===== src/rtl/riscv_pkg.sv =====
// rtl/riscv_pkg.sv - RV32I opcodes, loader command classes and FSM states
package riscv_pkg;

    localparam logic [6:0] OP_LW   = 7'b0000011;
    localparam logic [6:0] OP_SW   = 7'b0100011;
    localparam logic [6:0] OP_R    = 7'b0110011;
    localparam logic [6:0] OP_B    = 7'b1100011;
    localparam logic [6:0] OP_I    = 7'b0010011;
    localparam logic [6:0] OP_JAL  = 7'b1101111;
    localparam logic [6:0] OP_JALR = 7'b1100111;

    localparam logic [31:0] NOP = 32'h00000013;

    typedef enum logic [2:0] {
        CLS_LW    = 3'd0,
        CLS_SW    = 3'd1,
        CLS_RTYPE = 3'd2,
        CLS_BEQ   = 3'd3,
        CLS_ITYPE = 3'd4,
        CLS_JAL   = 3'd5,
        CLS_JALR  = 3'd6
    } cmd_class_e;

    typedef enum logic [2:0] {
        ST_IDLE  = 3'd0,
        ST_LOAD  = 3'd1,
        ST_DRAIN = 3'd2,
        ST_FULL  = 3'd3,
        ST_DONE  = 3'd4
    } state_e;

endpackage


===== src/rtl/instr_mem_loader_if.sv =====
// rtl/instr_mem_loader_if.sv - command stream, IMEM write port and status of the loader
interface instr_mem_loader_if #(
    parameter int AW = 10
);
    logic          start;
    logic          cmd_valid;
    logic          cmd_ready;
    logic          cmd_last;
    logic [2:0]    cmd_class;
    logic [2:0]    cmd_funct3;
    logic          cmd_funct7b5;
    logic [4:0]    cmd_rd;
    logic [4:0]    cmd_rs1;
    logic [4:0]    cmd_rs2;
    logic [31:0]   cmd_imm;
    logic          imem_we;
    logic [AW-1:0] imem_addr;
    logic [31:0]   imem_wdata;
    logic          busy;
    logic          done;
    logic          overflow;
    logic          enc_err;

    modport master (
        output start, cmd_valid, cmd_last, cmd_class, cmd_funct3, cmd_funct7b5,
               cmd_rd, cmd_rs1, cmd_rs2, cmd_imm,
        input  cmd_ready, imem_we, imem_addr, imem_wdata, busy, done, overflow, enc_err
    );

    modport slave (
        input  start, cmd_valid, cmd_last, cmd_class, cmd_funct3, cmd_funct7b5,
               cmd_rd, cmd_rs1, cmd_rs2, cmd_imm,
        output cmd_ready, imem_we, imem_addr, imem_wdata, busy, done, overflow, enc_err
    );
endinterface


===== src/rtl/instr_field_packer.sv =====
// rtl/instr_field_packer.sv - combinational field-to-RV32I word packer
// INSTR_LOADER_CHECK_EN adds immediate range checking and rejects unknown classes.
module instr_field_packer
    import riscv_pkg::*;
(
    input  logic [2:0]  cls,
    input  logic [2:0]  funct3,
    input  logic        funct7b5,
    input  logic [4:0]  rd,
    input  logic [4:0]  rs1,
    input  logic [4:0]  rs2,
    input  logic [31:0] imm,
    output logic [31:0] word,
    output logic        word_ok
);
    logic class_ok;

    always_comb begin
        word     = NOP;
        class_ok = 1'b1;
        case (cls)
            CLS_LW:    word = {imm[11:0], rs1, 3'b010, rd, OP_LW};
            CLS_SW:    word = {imm[11:5], rs2, rs1, 3'b010, imm[4:0], OP_SW};
            CLS_RTYPE: word = {1'b0, funct7b5, 5'b00000, rs2, rs1, funct3, rd, OP_R};
            CLS_BEQ:   word = {imm[12], imm[10:5], rs2, rs1, funct3, imm[4:1], imm[11], OP_B};
            CLS_ITYPE: begin
                word = {imm[11:0], rs1, funct3, rd, OP_I};
                // srli/srai share funct3 101; bit 30 selects the arithmetic form
                if (funct3 == 3'b101) word[30] = funct7b5;
            end
            CLS_JAL:   word = {imm[20], imm[10:1], imm[11], imm[19:12], rd, OP_JAL};
            CLS_JALR:  word = {imm[11:0], rs1, 3'b000, rd, OP_JALR};
            default:   class_ok = 1'b0;
        endcase
    end

`ifdef INSTR_LOADER_CHECK_EN
    logic signed [31:0] simm;
    logic               range_ok;

    assign simm = imm;

    always_comb begin
        range_ok = 1'b1;
        case (cls)
            CLS_LW, CLS_SW, CLS_ITYPE, CLS_JALR:
                range_ok = (simm >= -32'sd2048) && (simm <= 32'sd2047);
            CLS_BEQ:
                range_ok = (simm >= -32'sd4096) && (simm <= 32'sd4094) && !imm[0];
            CLS_JAL:
                range_ok = (simm >= -32'sd1048576) && (simm <= 32'sd1048574) && !imm[0];
            default: range_ok = 1'b1;
        endcase
    end

    assign word_ok = class_ok && range_ok;
`else
    logic unused_fields;

    // unknown classes fall through as NOP and oversized immediates are truncated
    assign unused_fields = ^{class_ok, imm[31:21]};
    assign word_ok       = 1'b1;
`endif

endmodule


===== src/rtl/instr_mem_loader.sv =====
// rtl/instr_mem_loader.sv - packs instruction commands and writes them sequentially into IMEM
// INSTR_LOADER_CHECK_EN enables immediate range checking and the sticky enc_err flag.
module instr_mem_loader
    import riscv_pkg::*;
#(
    parameter int AW    = 10,
    parameter int DEPTH = 1024,
    parameter int BASE  = 0
) (
    input  logic               clk,
    input  logic               rst_n,
    instr_mem_loader_if.slave  bus
);
    localparam int CW = $clog2(DEPTH + 1);

    state_e        state_q, state_d;
    logic [AW-1:0] addr_q, addr_d;
    logic [AW-1:0] waddr_q, waddr_d;
    logic [CW-1:0] count_q, count_d;
    logic [31:0]   wdata_q, wdata_d;
    logic          we_q, we_d;
    logic          done_q, done_d;
    logic          busy_q, busy_d;
    logic          overflow_q, overflow_d;
    logic          enc_err_q, enc_err_d;

    logic [31:0]   word;
    logic          word_ok;
    logic          accept;

    instr_field_packer u_packer (
        .cls      (bus.cmd_class),
        .funct3   (bus.cmd_funct3),
        .funct7b5 (bus.cmd_funct7b5),
        .rd       (bus.cmd_rd),
        .rs1      (bus.cmd_rs1),
        .rs2      (bus.cmd_rs2),
        .imm      (bus.cmd_imm),
        .word     (word),
        .word_ok  (word_ok)
    );

    assign accept = bus.cmd_valid && (state_q == ST_LOAD);

    always_comb begin
        state_d    = state_q;
        addr_d     = addr_q;
        waddr_d    = waddr_q;
        count_d    = count_q;
        wdata_d    = wdata_q;
        overflow_d = overflow_q;
        enc_err_d  = enc_err_q;
        we_d       = 1'b0;
        done_d     = 1'b0;
        case (state_q)
            ST_IDLE: begin
                if (bus.start) begin
                    state_d    = ST_LOAD;
                    addr_d     = AW'(BASE);
                    count_d    = '0;
                    overflow_d = 1'b0;
                    enc_err_d  = 1'b0;
                end
            end
            ST_LOAD: begin
                if (accept) begin
                    if (count_q == CW'(DEPTH)) begin
                        // the overflowing command ends the session even without cmd_last
                        overflow_d = 1'b1;
                        state_d    = ST_FULL;
                    end else begin
                        if (word_ok) begin
                            we_d    = 1'b1;
                            waddr_d = addr_q;
                            wdata_d = word;
                            addr_d  = addr_q + 1'b1;
                            count_d = count_q + 1'b1;
                        end else begin
                            enc_err_d = 1'b1;
                        end
                        if (bus.cmd_last) state_d = ST_DRAIN;
                    end
                end
            end
            ST_DRAIN, ST_FULL: begin
                state_d = ST_DONE;
                done_d  = 1'b1;
            end
            ST_DONE: state_d = ST_IDLE;
            default: state_d = ST_IDLE;
        endcase
        busy_d = (state_d != ST_IDLE);
    end

    always_ff @(posedge clk) begin
        if (!rst_n) begin
            state_q    <= ST_IDLE;
            addr_q     <= AW'(BASE);
            waddr_q    <= '0;
            count_q    <= '0;
            wdata_q    <= '0;
            we_q       <= 1'b0;
            done_q     <= 1'b0;
            busy_q     <= 1'b0;
            overflow_q <= 1'b0;
            enc_err_q  <= 1'b0;
        end else begin
            state_q    <= state_d;
            addr_q     <= addr_d;
            waddr_q    <= waddr_d;
            count_q    <= count_d;
            wdata_q    <= wdata_d;
            we_q       <= we_d;
            done_q     <= done_d;
            busy_q     <= busy_d;
            overflow_q <= overflow_d;
            enc_err_q  <= enc_err_d;
        end
    end

    // gating with rst_n kills a write already registered when reset arrives
    assign bus.imem_we    = we_q && rst_n;
    assign bus.imem_addr  = waddr_q;
    assign bus.imem_wdata = wdata_q;
    assign bus.cmd_ready  = (state_q == ST_LOAD);
    assign bus.busy       = busy_q;
    assign bus.done       = done_q;
    assign bus.overflow   = overflow_q;

`ifdef INSTR_LOADER_CHECK_EN
    assign bus.enc_err = enc_err_q;
`else
    logic unused_enc_err;

    assign unused_enc_err = enc_err_q;
    assign bus.enc_err    = 1'b0;
`endif

endmodule


===== src/flat_wrapper.sv =====
// flat-port wrapper written by rule: the top's interface ports become plain ports
module instr_mem_loader_flat import riscv_pkg::*;
#(
    parameter int AW    = 10,
    parameter int DEPTH = 1024,
    parameter int BASE  = 0
)
  (clk, rst_n, bus_start, bus_cmd_valid, bus_cmd_last, bus_cmd_class, bus_cmd_funct3, bus_cmd_funct7b5, bus_cmd_rd, bus_cmd_rs1, bus_cmd_rs2, bus_cmd_imm, bus_cmd_ready, bus_imem_we, bus_imem_addr, bus_imem_wdata, bus_busy, bus_done, bus_overflow, bus_enc_err);
  instr_mem_loader_if #(.AW(AW)) bus_i ();
  input  logic clk;
  input  logic rst_n;
  input wire logic [$bits(bus_i.start)-1:0] bus_start;
  input wire logic [$bits(bus_i.cmd_valid)-1:0] bus_cmd_valid;
  input wire logic [$bits(bus_i.cmd_last)-1:0] bus_cmd_last;
  input wire logic [$bits(bus_i.cmd_class)-1:0] bus_cmd_class;
  input wire logic [$bits(bus_i.cmd_funct3)-1:0] bus_cmd_funct3;
  input wire logic [$bits(bus_i.cmd_funct7b5)-1:0] bus_cmd_funct7b5;
  input wire logic [$bits(bus_i.cmd_rd)-1:0] bus_cmd_rd;
  input wire logic [$bits(bus_i.cmd_rs1)-1:0] bus_cmd_rs1;
  input wire logic [$bits(bus_i.cmd_rs2)-1:0] bus_cmd_rs2;
  input wire logic [$bits(bus_i.cmd_imm)-1:0] bus_cmd_imm;
  output wire logic [$bits(bus_i.cmd_ready)-1:0] bus_cmd_ready;
  output wire logic [$bits(bus_i.imem_we)-1:0] bus_imem_we;
  output wire logic [$bits(bus_i.imem_addr)-1:0] bus_imem_addr;
  output wire logic [$bits(bus_i.imem_wdata)-1:0] bus_imem_wdata;
  output wire logic [$bits(bus_i.busy)-1:0] bus_busy;
  output wire logic [$bits(bus_i.done)-1:0] bus_done;
  output wire logic [$bits(bus_i.overflow)-1:0] bus_overflow;
  output wire logic [$bits(bus_i.enc_err)-1:0] bus_enc_err;
  assign bus_i.start = bus_start;
  assign bus_i.cmd_valid = bus_cmd_valid;
  assign bus_i.cmd_last = bus_cmd_last;
  assign bus_i.cmd_class = bus_cmd_class;
  assign bus_i.cmd_funct3 = bus_cmd_funct3;
  assign bus_i.cmd_funct7b5 = bus_cmd_funct7b5;
  assign bus_i.cmd_rd = bus_cmd_rd;
  assign bus_i.cmd_rs1 = bus_cmd_rs1;
  assign bus_i.cmd_rs2 = bus_cmd_rs2;
  assign bus_i.cmd_imm = bus_cmd_imm;
  assign bus_cmd_ready = bus_i.cmd_ready;
  assign bus_imem_we = bus_i.imem_we;
  assign bus_imem_addr = bus_i.imem_addr;
  assign bus_imem_wdata = bus_i.imem_wdata;
  assign bus_busy = bus_i.busy;
  assign bus_done = bus_i.done;
  assign bus_overflow = bus_i.overflow;
  assign bus_enc_err = bus_i.enc_err;
  instr_mem_loader #(.AW(AW), .DEPTH(DEPTH), .BASE(BASE)) u_core (.clk(clk), .rst_n(rst_n), .bus(bus_i));
endmodule

===== config.mk =====
export PLATFORM = sky130hd
export DESIGN_NAME = instr_mem_loader_flat
export DESIGN_NICKNAME = d
export VERILOG_FILES = /design/src/rtl/riscv_pkg.sv /design/src/rtl/instr_mem_loader_if.sv /design/src/rtl/instr_field_packer.sv /design/src/rtl/instr_mem_loader.sv /design/src/flat_wrapper.sv
export SDC_FILE = /design/constraint.sdc
export NUM_CORES = 1
export LEC_CHECK = 0
export BUFFER_PORTS_ARGS = -buffer_cell sky130_fd_sc_hd__buf_2
export CAP_MARGIN = 20
export CORE_UTILIZATION = 30
export DETAILED_ROUTE_END_ITERATION = 8
export GPL_TIMING_DRIVEN = 0
export SLEW_MARGIN = 20
export SYNTH_ARGS = -nofsm -noshare
export SYNTH_HDL_FRONTEND = slang
export SYNTH_SLANG_ARGS = --single-unit

===== constraint.sdc =====
create_clock -name clk -period 2.3 [get_ports clk]
set_input_delay 0.115 -clock clk [delete_from_list [all_inputs] [get_ports clk]]
set_output_delay 0.115 -clock clk [all_outputs]
set_load 0.05 [all_outputs]

==> impl_metrics.json, run 1 <==
{
  "slowest_stage": "or4_1",
  "rsz0062_at_grt": "false",
  "dpl_cell_area_um2": 3766,
  "ys_seq_area_share_pct": 44.00,
  "clock.fmax_mhz": 462.0,
  "fin_nets": 527,
  "drv_slew": 0,
  "drtIter0Drc": 87,
  "avgViaCountPerCell": 5.030,
  "async_flop_share_pct": 0,
  "cap_violations": 0,
  "worstPathRequired_ps": 2540,
  "grt_start_max_net_pins": 13,
  "dr.pass1.iters": 5,
  "synth_top_area_share_pct": 44.00,
  "status": "finished with violations",
  "yosys_register_bits": 69,
  "gp_congestion": 0.8080,
  "worstHoldPathType": "in2reg",
  "die_height_um": 104.3,
  "crit_path_end_kind": "flip-flop",
  "ios": 107,
  "track_usage_pct": 16.24,
  "cts_tree": "yes",
  "initial_core_util_pct": 31.54,
  "synth_top_cell_by_area": "dfxtp_1",
  "synth_fp_nets": 416,
  "hold_viol_final": 1,
  "wl_per_cell_um": 14.16,
  "cts_max_path_buffers": 2,
  "clk_latency_ps": 360,
  "p_leak_nw": 1.650,
  "postRouteAntennaNets": 0,
  "yosys_warnings": 0,
  "cts.clk_slew.worst_paths_ps": 70,
  "path_class": "reg2reg",
  "die_x_um": 104.3,
  "finalInstanceArea_um2": 4068,
  "numCtsBuffers": 9,
  "netlist_instances": 354,
  "ir_worst_vdd_mv": 0.3023,
  "clock_sinks": 69,
  "multi_input_area_um2": 1619,
  "fill_cells": 1033,
  "crit_chain": "or4_1 -> nor3_2 -> a211o_1 -> buf_2 -> o2bb2ai_1",
  "port_buffers": 92,
  "overflow": 0,
  "syn_avg_cell_area_um2": 8.868,
  "p_per_area_nw_per_um2": 680.1,
  "start_kind": "flip-flop",
  "final_layout_size_suffix_gt1_share_pct": 27.02,
  "fp.coreArea_um2": 9955,
  "drc_errors": 0,
  "setup_viol": 0,
  "cts_htree_levels": 3,
  "worstMarginPinSlew_ps": 751.3,
  "drt_wl_total_um": 8539,
  "num_antenna_cells": 0,
  "slowest_delay_ps": 680,
  "skew_ps": 15.00,
  "max_slew_margin_pct": 49.21,
  "synth-main-ff-cell": "dfxtp_1",
  "syn_area_um2": 3139,
  "ys_types": 56,
  "vias": 3033,
  "grt_pass1_wl_um": 14230,
  "period_needed_ps": 2165,
  "regArea_um2": 1381,
  "grt_pass1_vias": 2893,
  "layout_common_cells": "98 x buf_2, 69 x dfxtp_1, 36 x nand2_1",
  "layout_commonest_cell": "buf_2",
  "crit_fanout": 10,
  "synth_edf_count": 0,
  "design.die.area_um2": 10880,
  "violations": "hold timing",
  "synthTopCellsByArea": "dfxtp_1 44%, nand2_1 4.3%, nor2_1 3.2%",
  "core.rowCount": 36,
  "arrival_ps": 2410,
  "tns_ps": 0,
  "antenna_found_initial": 0,
  "period_share_pct": 94.12,
  "dp_hpwl_um": 6418,
  "ctsRootBufferMaster": "clkbuf_8",
  "syn2layout_area_growth_pct": 29.57,
  "hold_ws_ps": -0.4014
}
[power breakdown]
part	internal [mW]	switching, mW
Combinational	0.134	0.264
Clock	0.642	0.483
Sequential	1.22	0.0189
Total	2.00	0.766
[cells in the mapped netlist, types with 5 or more instances]
master     count
nand3_1       14
buf_2          6
dfxtp_1       69
or3_1          9
and2_1         5
a21oi_1       20
o2bb2ai_1     11
nor2_1        27
a22oi_1        7
a22o_1         8
a21boi_1       9
inv_1          8
nand2_1       36
clkbuf_1      15
nor3b_1        8
o21ai_0       20
a21boi_0       6
[registers in the layout, summed over array words and instances (netlist names)]
| register | count |
|---|---|
| u_core.bus.busy | 1 |
| u_core.bus.imem_wdata | 31 |
| u_core.state_q | 3 |
| u_core.bus.done | 1 |
| u_core.bus.imem_addr | 10 |
| u_core.addr_q | 10 |
| u_core.we_q | 1 |
| u_core.bus.overflow | 1 |
| u_core.count_q | 11 |
[metal layers]
metal | track usage (%) | part of all wire, % | vias to the layer above
met5 | 0 | 0 | -
met4 | 6.837 | 1.7 | 0
met3 | 4.449 | 5.8 | 14
met2 | 27.53 | 48 | 82
met1 | 19.16 | 44 | 1411
li1 | - | - | 1526
[final cells by class]
type	count	area share [%]
clock inverter	5	2.061
multi-input combinational	253	39.80
tap	133	4.091
clock buffer	11	3.476
inverter	8	0.7382
sequential	69	33.96
timing repair buffer	100	13.10
buffer	24	2.768
[logic make-up (layout without fill, tap and decap cells)]
logic type               after synthesis  after routing  share of synthesized area (%)
multiplexers                           3              3                          1.036
flip-flops                            69             69                          44.00
XOR/XNOR                               6              6                          1.674
buffers and inverters                 32            148                          4.543
AO/OA/AOI/OAI                        115            115                          26.62
AND/OR/NAND/NOR                      125            125                          20.81
adder cells (fa/ha/maj)                3              3                          1.196
other                                  1              1                         0.1195
[through the flow]
step                util, %  setup WS [ps]  std cells  total power, mW
global route          40.86          16.12        603            2.879
CTS                   40.82          18.03        603            2.792
floorplan                 -          270.2        354            1.534
detailed placement    37.83         -62.53        579            1.661
global placement      37.83         -62.60        579            1.656
finish                40.86          135.3        603            2.767
[final timing paths]
kind	endpoint	slack (ps)	startpoint	cells after the start
setup / recovery	u_core.bus.imem_wdata[11]	140	u_core.count_q[5]	5
hold / removal	u_core.state_q[1]	-0.4	bus_cmd_last	3
setup reg to reg	u_core.bus.imem_wdata[11]	140	u_core.count_q[5]	5
hold reg to reg	u_core.bus.imem_addr[5]	460	u_core.bus.imem_addr[5]	2
[timing repair]
| action | CTS | global route |
|---|---|---|
| pin swaps | 1 | 1 |
| buffers inserted | 3 | 0 |
| cloned | 0 | 0 |
| hold buffers | 5 | 0 |
| endpoints found under the hold margin | 5 | 0 |
| gates resized for setup | 0 | 1 |
| endpoints found under the setup margin | 29 | 37 |
[critical path, delay by kind of cell, from the launching register on]
| family | cells | cell delay (ps) |
|---|---|---|
| AND/OR/NAND/NOR | 2 | 1180 |
| buffers and inverters | 1 | 230 |
| flip-flops | 1 | 340 |
| AO/OA/AOI/OAI | 2 | 310 |
(Power assumes the default switching activity.)
==> run 2, diff against run 1 <==
--- a/config.mk
+++ b/config.mk
@@ -7,6 +7,7 @@
 export LEC_CHECK = 0
 export BUFFER_PORTS_ARGS = -buffer_cell sky130_fd_sc_hd__buf_2
 export CAP_MARGIN = 20
+export CORE_MARGIN = 8
 export CORE_UTILIZATION = 30
 export DETAILED_ROUTE_END_ITERATION = 8
 export GPL_TIMING_DRIVEN = 0
==> run 2 against run 1 <==
Net effect: the run now ends clean; flip-flop and latch count stayed put; non-clock buffer count down 1; wire length rose by 7.2%; die area up 29%; largest power group unchanged.
==> impl_metrics.json, run 2 (synthesis results as in run 1) <==
{
  "fill_cells": 1051,
  "grt_pass1_vias": 3088,
  "vias": 3076,
  "antenna_found_initial": 0,
  "ios": 107,
  "clk_latency_ps": 340,
  "ctsRootBufferMaster": "clkbuf_8",
  "p_leak_nw": 1.616,
  "track_usage_pct": 13.09,
  "regArea_um2": 1381,
  "dp_hpwl_um": 7124,
  "crit_chain": "or4b_1 -> buf_2 -> a2111o_1 -> or4_1 -> nand2_1",
  "multi_input_area_um2": 1642,
  "cts_max_path_buffers": 2,
  "gp_congestion": 0.8113,
  "numCtsBuffers": 9,
  "p_per_area_nw_per_um2": 623.1,
  "hold_depth": 3,
  "final_layout_size_suffix_gt1_share_pct": 27.08,
  "syn2layout_area_growth_pct": 28.58,
  "die_height_um": 118.3,
  "core.rowCount": 37,
  "p_total_mw": 2.515,
  "worstHoldPathType": "in2reg",
  "worstPathRequired_ps": 2580,
  "period_needed_ps": 2176,
  "num_antenna_cells": 0,
  "hold_ws_ps": 15.59,
  "die_x_um": 118.3,
  "crit_path_end_kind": "flip-flop",
  "slowest_stage": "or4b_1",
  "cts.clk_slew.worst_paths_ps": 70,
  "drtIter0Drc": 131,
  "cts_htree_levels": 3,
  "wl_per_cell_um": 15.14,
  "worstMarginPinSlew_ps": 745.2,
  "port_buffers": 92,
  "rsz0062_at_grt": "false",
  "regToRegEndpoint": "u_core.count_q[10]",
  "postRouteAntennaNets": 0,
  "period_share_pct": 94.60,
  "min_from": "bus_cmd_last",
  "largest_reg_flops": 31,
  "dr.pass1.iters": 5,
  "dpl_cell_area_um2": 3770,
  "post-place-ws_ps": -10.62,
  "max_slew_margin_pct": 50.02,
  "r2r_start": "u_core.state_q[2]",
  "drv_slew": 0,
  "initial_core_util_pct": 30.68,
  "clock.fmax_mhz": 459.6,
  "grt_start_max_net_pins": 13,
  "drt_wl_total_um": 9157,
  "fp.coreArea_um2": 10230,
  "finalInstanceArea_um2": 4036,
  "design.die.area_um2": 13990,
  "grt_pass1_wl_um": 15360,
  "avgViaCountPerCell": 5.084,
  "arrival_ps": 2460,
  "cts_tree": "yes",
  "reg2reg_slack_ps": 120,
  "start_kind": "flip-flop",
  "path_class": "reg2reg",
  "whs_endpoint": "u_core.state_q[1]",
  "clock_sinks": 69,
  "crit_fanout": 8,
  "setup_viol": 0,
  "layout_commonest_cell": "buf_2",
  "hold_viol_final": 0,
  "drc_errors": 0,
  "cap_violations": 0,
  "worst-r2r-cell-count": 5,
  "overflow": 0,
  "status": "complete, no violations",
  "finalWorstSetupSlack_ps": 124.2,
  "ir_worst_vdd_mv": 0.2201,
  "slowest_delay_ps": 520,
  "tns_ps": 0,
  "layout_common_cells": "95 x buf_2, 69 x dfxtp_1, 36 x nand2_1",
  "skew_ps": 12.65,
  "fin_nets": 526
}
==> run 2: metrics by stage <==
step / util [%] / instances
global placement: 36.85 / 582
global route: 39.45 / 605
floorplan: - / 354
detailed placement: 36.85 / 582
CTS: 39.12 / 605
finish: 39.45 / 605
==> run 2: per-layer routing <==
metal / global-route usage [%] / vias up / wire (um)
li1: - / 1525 / -
met1: 15.29 / 1431 / 3906
met2: 21.53 / 112 / 4232
met3: 5.664 / 8 / 936
met4: 3.363 / 0 / 82
met5: 0 / - / 0
==> run 2: layout make-up <==
class                   instances  area share (%)
multi-input cells             253           40.67
flip-flops and latches         69           34.22
repair buffers                 99           13.02
well taps                     136           4.216
clock buffers                  11           3.255
plain buffers                  24           2.976
clock inverters                 5          0.8989
inverters                       8          0.7440
==> run 2: worst max path at each step <==
stage | start | endpoint | slack [ps] | depth (start not counted)
2_1_floorplan | u_core.count_q[2] | u_core.addr_q[0] | 270 | 6
3_3_place_gp | u_core.count_q[2] | u_core.addr_q[0] | -40 | 6
3_5_place_dp | u_core.count_q[2] | u_core.addr_q[0] | -10 | 6
4_1_cts | u_core.count_q[2] | u_core.bus.imem_wdata[11] | 50 | 5
5_1_grt | u_core.state_q[2] | u_core.count_q[10] | 10 | 5
6_report | u_core.state_q[2] | u_core.count_q[10] | 120 | 5
==> run 2: critical path, delay by kind of cell, from the launching register on <==
family / cells / cell delay, ps
and+or+nand+nor: 3 / 1080
AOI/OAI and AO/OA: 1 / 480
DFF: 1 / 370
buffers and inverters: 1 / 190
==> run 2: where the power goes <==
part | internal (mW) | switching (mW) | total [mW]
logic | 0.136 | 0.268 | 0.404
clock network | 0.394 | 0.474 | 0.868
registers | 1.22 | 0.0191 | 1.24
total | 1.75 | 0.761 | 2.51
==> run 2: repair_timing <==
action                                  4_1_cts  5_1_grt
endpoints found under the setup margin       16       37
resized for setup                             0        9
buffers inserted                              2        0
hold buffers                                  5        0
pin swaps                                     1        0
hold endpoints to repair                      5        0
==> run 3, diff against run 2 <==
--- a/config.mk
+++ b/config.mk
@@ -5,12 +5,13 @@
 export SDC_FILE = /design/constraint.sdc
 export NUM_CORES = 1
 export LEC_CHECK = 0
-export BUFFER_PORTS_ARGS = -buffer_cell sky130_fd_sc_hd__buf_2
+export BUFFER_PORTS_ARGS = -buffer_cell sky130_fd_sc_hd__clkbuf_2
 export CAP_MARGIN = 20
 export CORE_MARGIN = 8
-export CORE_UTILIZATION = 30
+export CORE_UTILIZATION = 50
 export DETAILED_ROUTE_END_ITERATION = 8
 export GPL_TIMING_DRIVEN = 0
+export PLACE_DENSITY = 0.8
 export SLEW_MARGIN = 20
 export SYNTH_ARGS = -nofsm -noshare
 export SYNTH_HDL_FRONTEND = slang
==> run 3 against run 2 <==
Net effect: maximum frequency grew 1.2%; flip-flop and latch count is the same; setup slack gained 26 ps; die area shrank 35%; core utilization grew 25 points; highest routed layer unchanged; sequential share of layout area grew 0.57 points; non-clock buffer count grew 1; via count grew 1.8%; design area shrank 1.6%.
==> impl_metrics.json, run 3 (synthesis results as in run 1) <==
{
  "status": "complete, no violations",
  "dp_cells": 523,
  "cts_htree_levels": 3,
  "drt_wl_total_um": 8901,
  "drc_errors": 0,
  "p_leak_nw": 1.604,
  "design.die.area_um2": 9070,
  "cts.clk_slew.worst_paths_ps": 70,
  "setup_viol": 0,
  "largest_reg_flops": 31,
  "hold_viol_final": 0,
  "layout_common_cells": "93 x clkbuf_2, 69 x dfxtp_1, 36 x nand2_1",
  "fill_cells": 533,
  "cap_violations": 0,
  "clock_sinks": 69,
  "clock.fmax_mhz": 465.2,
  "crit_chain": "or4b_1 -> buf_2 -> a2111o_1 -> or4_1 -> nand2_1",
  "clk_latency_ps": 350,
  "cts_tree": "yes",
  "port_buffers": 92,
  "fin_cells": 546,
  "layout_commonest_cell": "clkbuf_2",
  "dr.pass1.iters": 5,
  "ctsRootBufferMaster": "clkbuf_8",
  "rsz0062_at_grt": "false",
  "drtIter0Drc": 152,
  "skew_ps": 7.943,
  "grt_pass1_wl_um": 14390,
  "wl_per_cell_um": 16.30,
  "grt_start_max_net_pins": 12,
  "postRouteAntennaNets": 0,
  "worstPathRequired_ps": 2600,
  "crit_fanout": 8,
  "finalInstanceArea_um2": 3970,
  "min_from": "bus_cmd_rs1[2]",
  "track_usage_pct": 20.19,
  "core.rowCount": 29,
  "period_needed_ps": 2150,
  "path_class": "reg2reg",
  "crit_path_start": "u_core.state_q[2]",
  "fp.coreArea_um2": 6205,
  "syn2layout_area_growth_pct": 26.46,
  "gp_congestion": 0.8582,
  "fin_nets": 527,
  "ir_worst_vdd_mv": 0.5486,
  "die_x_um": 95.24,
  "drv_slew": 0,
  "num_antenna_cells": 0,
  "overflow": 0,
  "final_layout_size_suffix_gt1_share_pct": 27.08,
  "dp_hpwl_um": 6618,
  "period_share_pct": 93.46,
  "arrival_ps": 2450,
  "r2r_start": "u_core.state_q[2]",
  "die_height_um": 95.24,
  "max_slew_margin_pct": 48.09,
  "slowest_stage": "or4b_1",
  "fin_util_pct": 63.98,
  "worstMarginPinSlew_ps": 773.9,
  "start_kind": "flip-flop",
  "antenna_found_initial": 0,
  "crit_path_end_kind": "flip-flop",
  "dpl_cell_area_um2": 3696,
  "avgViaCountPerCell": 5.736,
  "vias": 3132,
  "p_per_area_nw_per_um2": 651.1,
  "initial_core_util_pct": 50.59,
  "numCtsBuffers": 9,
  "cts_max_path_buffers": 2,
  "ios": 107,
  "worstHoldPathType": "in2reg",
  "grt_pass1_vias": 3062,
  "slowest_delay_ps": 520
}
==> run 3: changes by cell type in the layout (fill, tap and decap cells not counted), moves of 3 or more <==
| cell | previous run | this run |
|---|---|---|
| clkbuf_2 | 0 | 93 |
| buf_2 | 95 | 5 |
| clkbuf_1 | 17 | 14 |
| clkbuf_8 | 9 | 12 |
==> run 3: power by group <==
| part | internal (mW) | leakage, nW | total, mW | switching, mW |
|---|---|---|---|---|
| clock network | 0.472 | 0.0905 | 0.939 | 0.467 |
| logic | 0.134 | 0.955 | 0.401 | 0.267 |
| registers | 1.22 | 0.559 | 1.24 | 0.0202 |
==> run 3: path summary, 6_finish.rpt <==
path	depth (start not counted)	slack (ps)	to
worst min-delay path	3	20	u_core.bus.imem_wdata[17]
worst min register to register	2	460	u_core.bus.imem_addr[7]
worst max-delay path	5	150	u_core.count_q[10]
worst max register to register	5	150	u_core.count_q[10]
==> run 3: per-stage QoR <==
step / hold WS (ps) / TNS (ps) / power [mW] / worst slack, ps
5_1_grt: 22.70 / 0 / 2.670 / 30.53
3_5_place_dp: 332.5 / -14.13 / 1.658 / -14.13
6_report: 19.90 / 0 / 2.585 / 150.3
4_1_cts: 11.42 / 0 / 2.588 / 74.33
3_3_place_gp: 325.3 / 0 / 1.650 / 27.98
2_1_floorplan: 235.7 / 0 / 1.534 / 270.2
==> run 3: area by class of cell <==
cell class	count	area, um^2	share of cell area, %
well taps	77	96.34	2.427
repair buffers	100	535.5	13.49
clock buffers	12	165.2	4.160
inverters	8	30.03	0.7564
plain buffers	24	116.4	2.931
flip-flops and latches	69	1381	34.79
multi-input cells	253	1625	40.94
clock inverters	3	20.02	0.5043
==> run 3: layer usage <==
metal	track usage [%]	wire, um	up-vias
met2	34.18	4414	123
met4	8.583	145	0
met1	22.35	3634	1465
li1	-	-	1529
met3	7.323	706	15
met5	0	0	-
==> run 3: what timing repair did <==
| item | 4_1_cts | 5_1_grt |
|---|---|---|
| hold endpoints to repair | 6 | 0 |
| setup buffers | 2 | 0 |
| resized for setup | 0 | 5 |
| pin swaps | 1 | 0 |
| endpoints found under the setup margin | 14 | 23 |
| gates cloned | 0 | 0 |
| hold buffers | 6 | 0 |
==> run 3: critical path, delay by kind of cell, from the launching register on <==
kind,cells,cell delay [ps]
AOI/OAI and AO/OA,1,470
DFF,1,370
and+or+nand+nor,3,1090
buffers and inverters,1,190
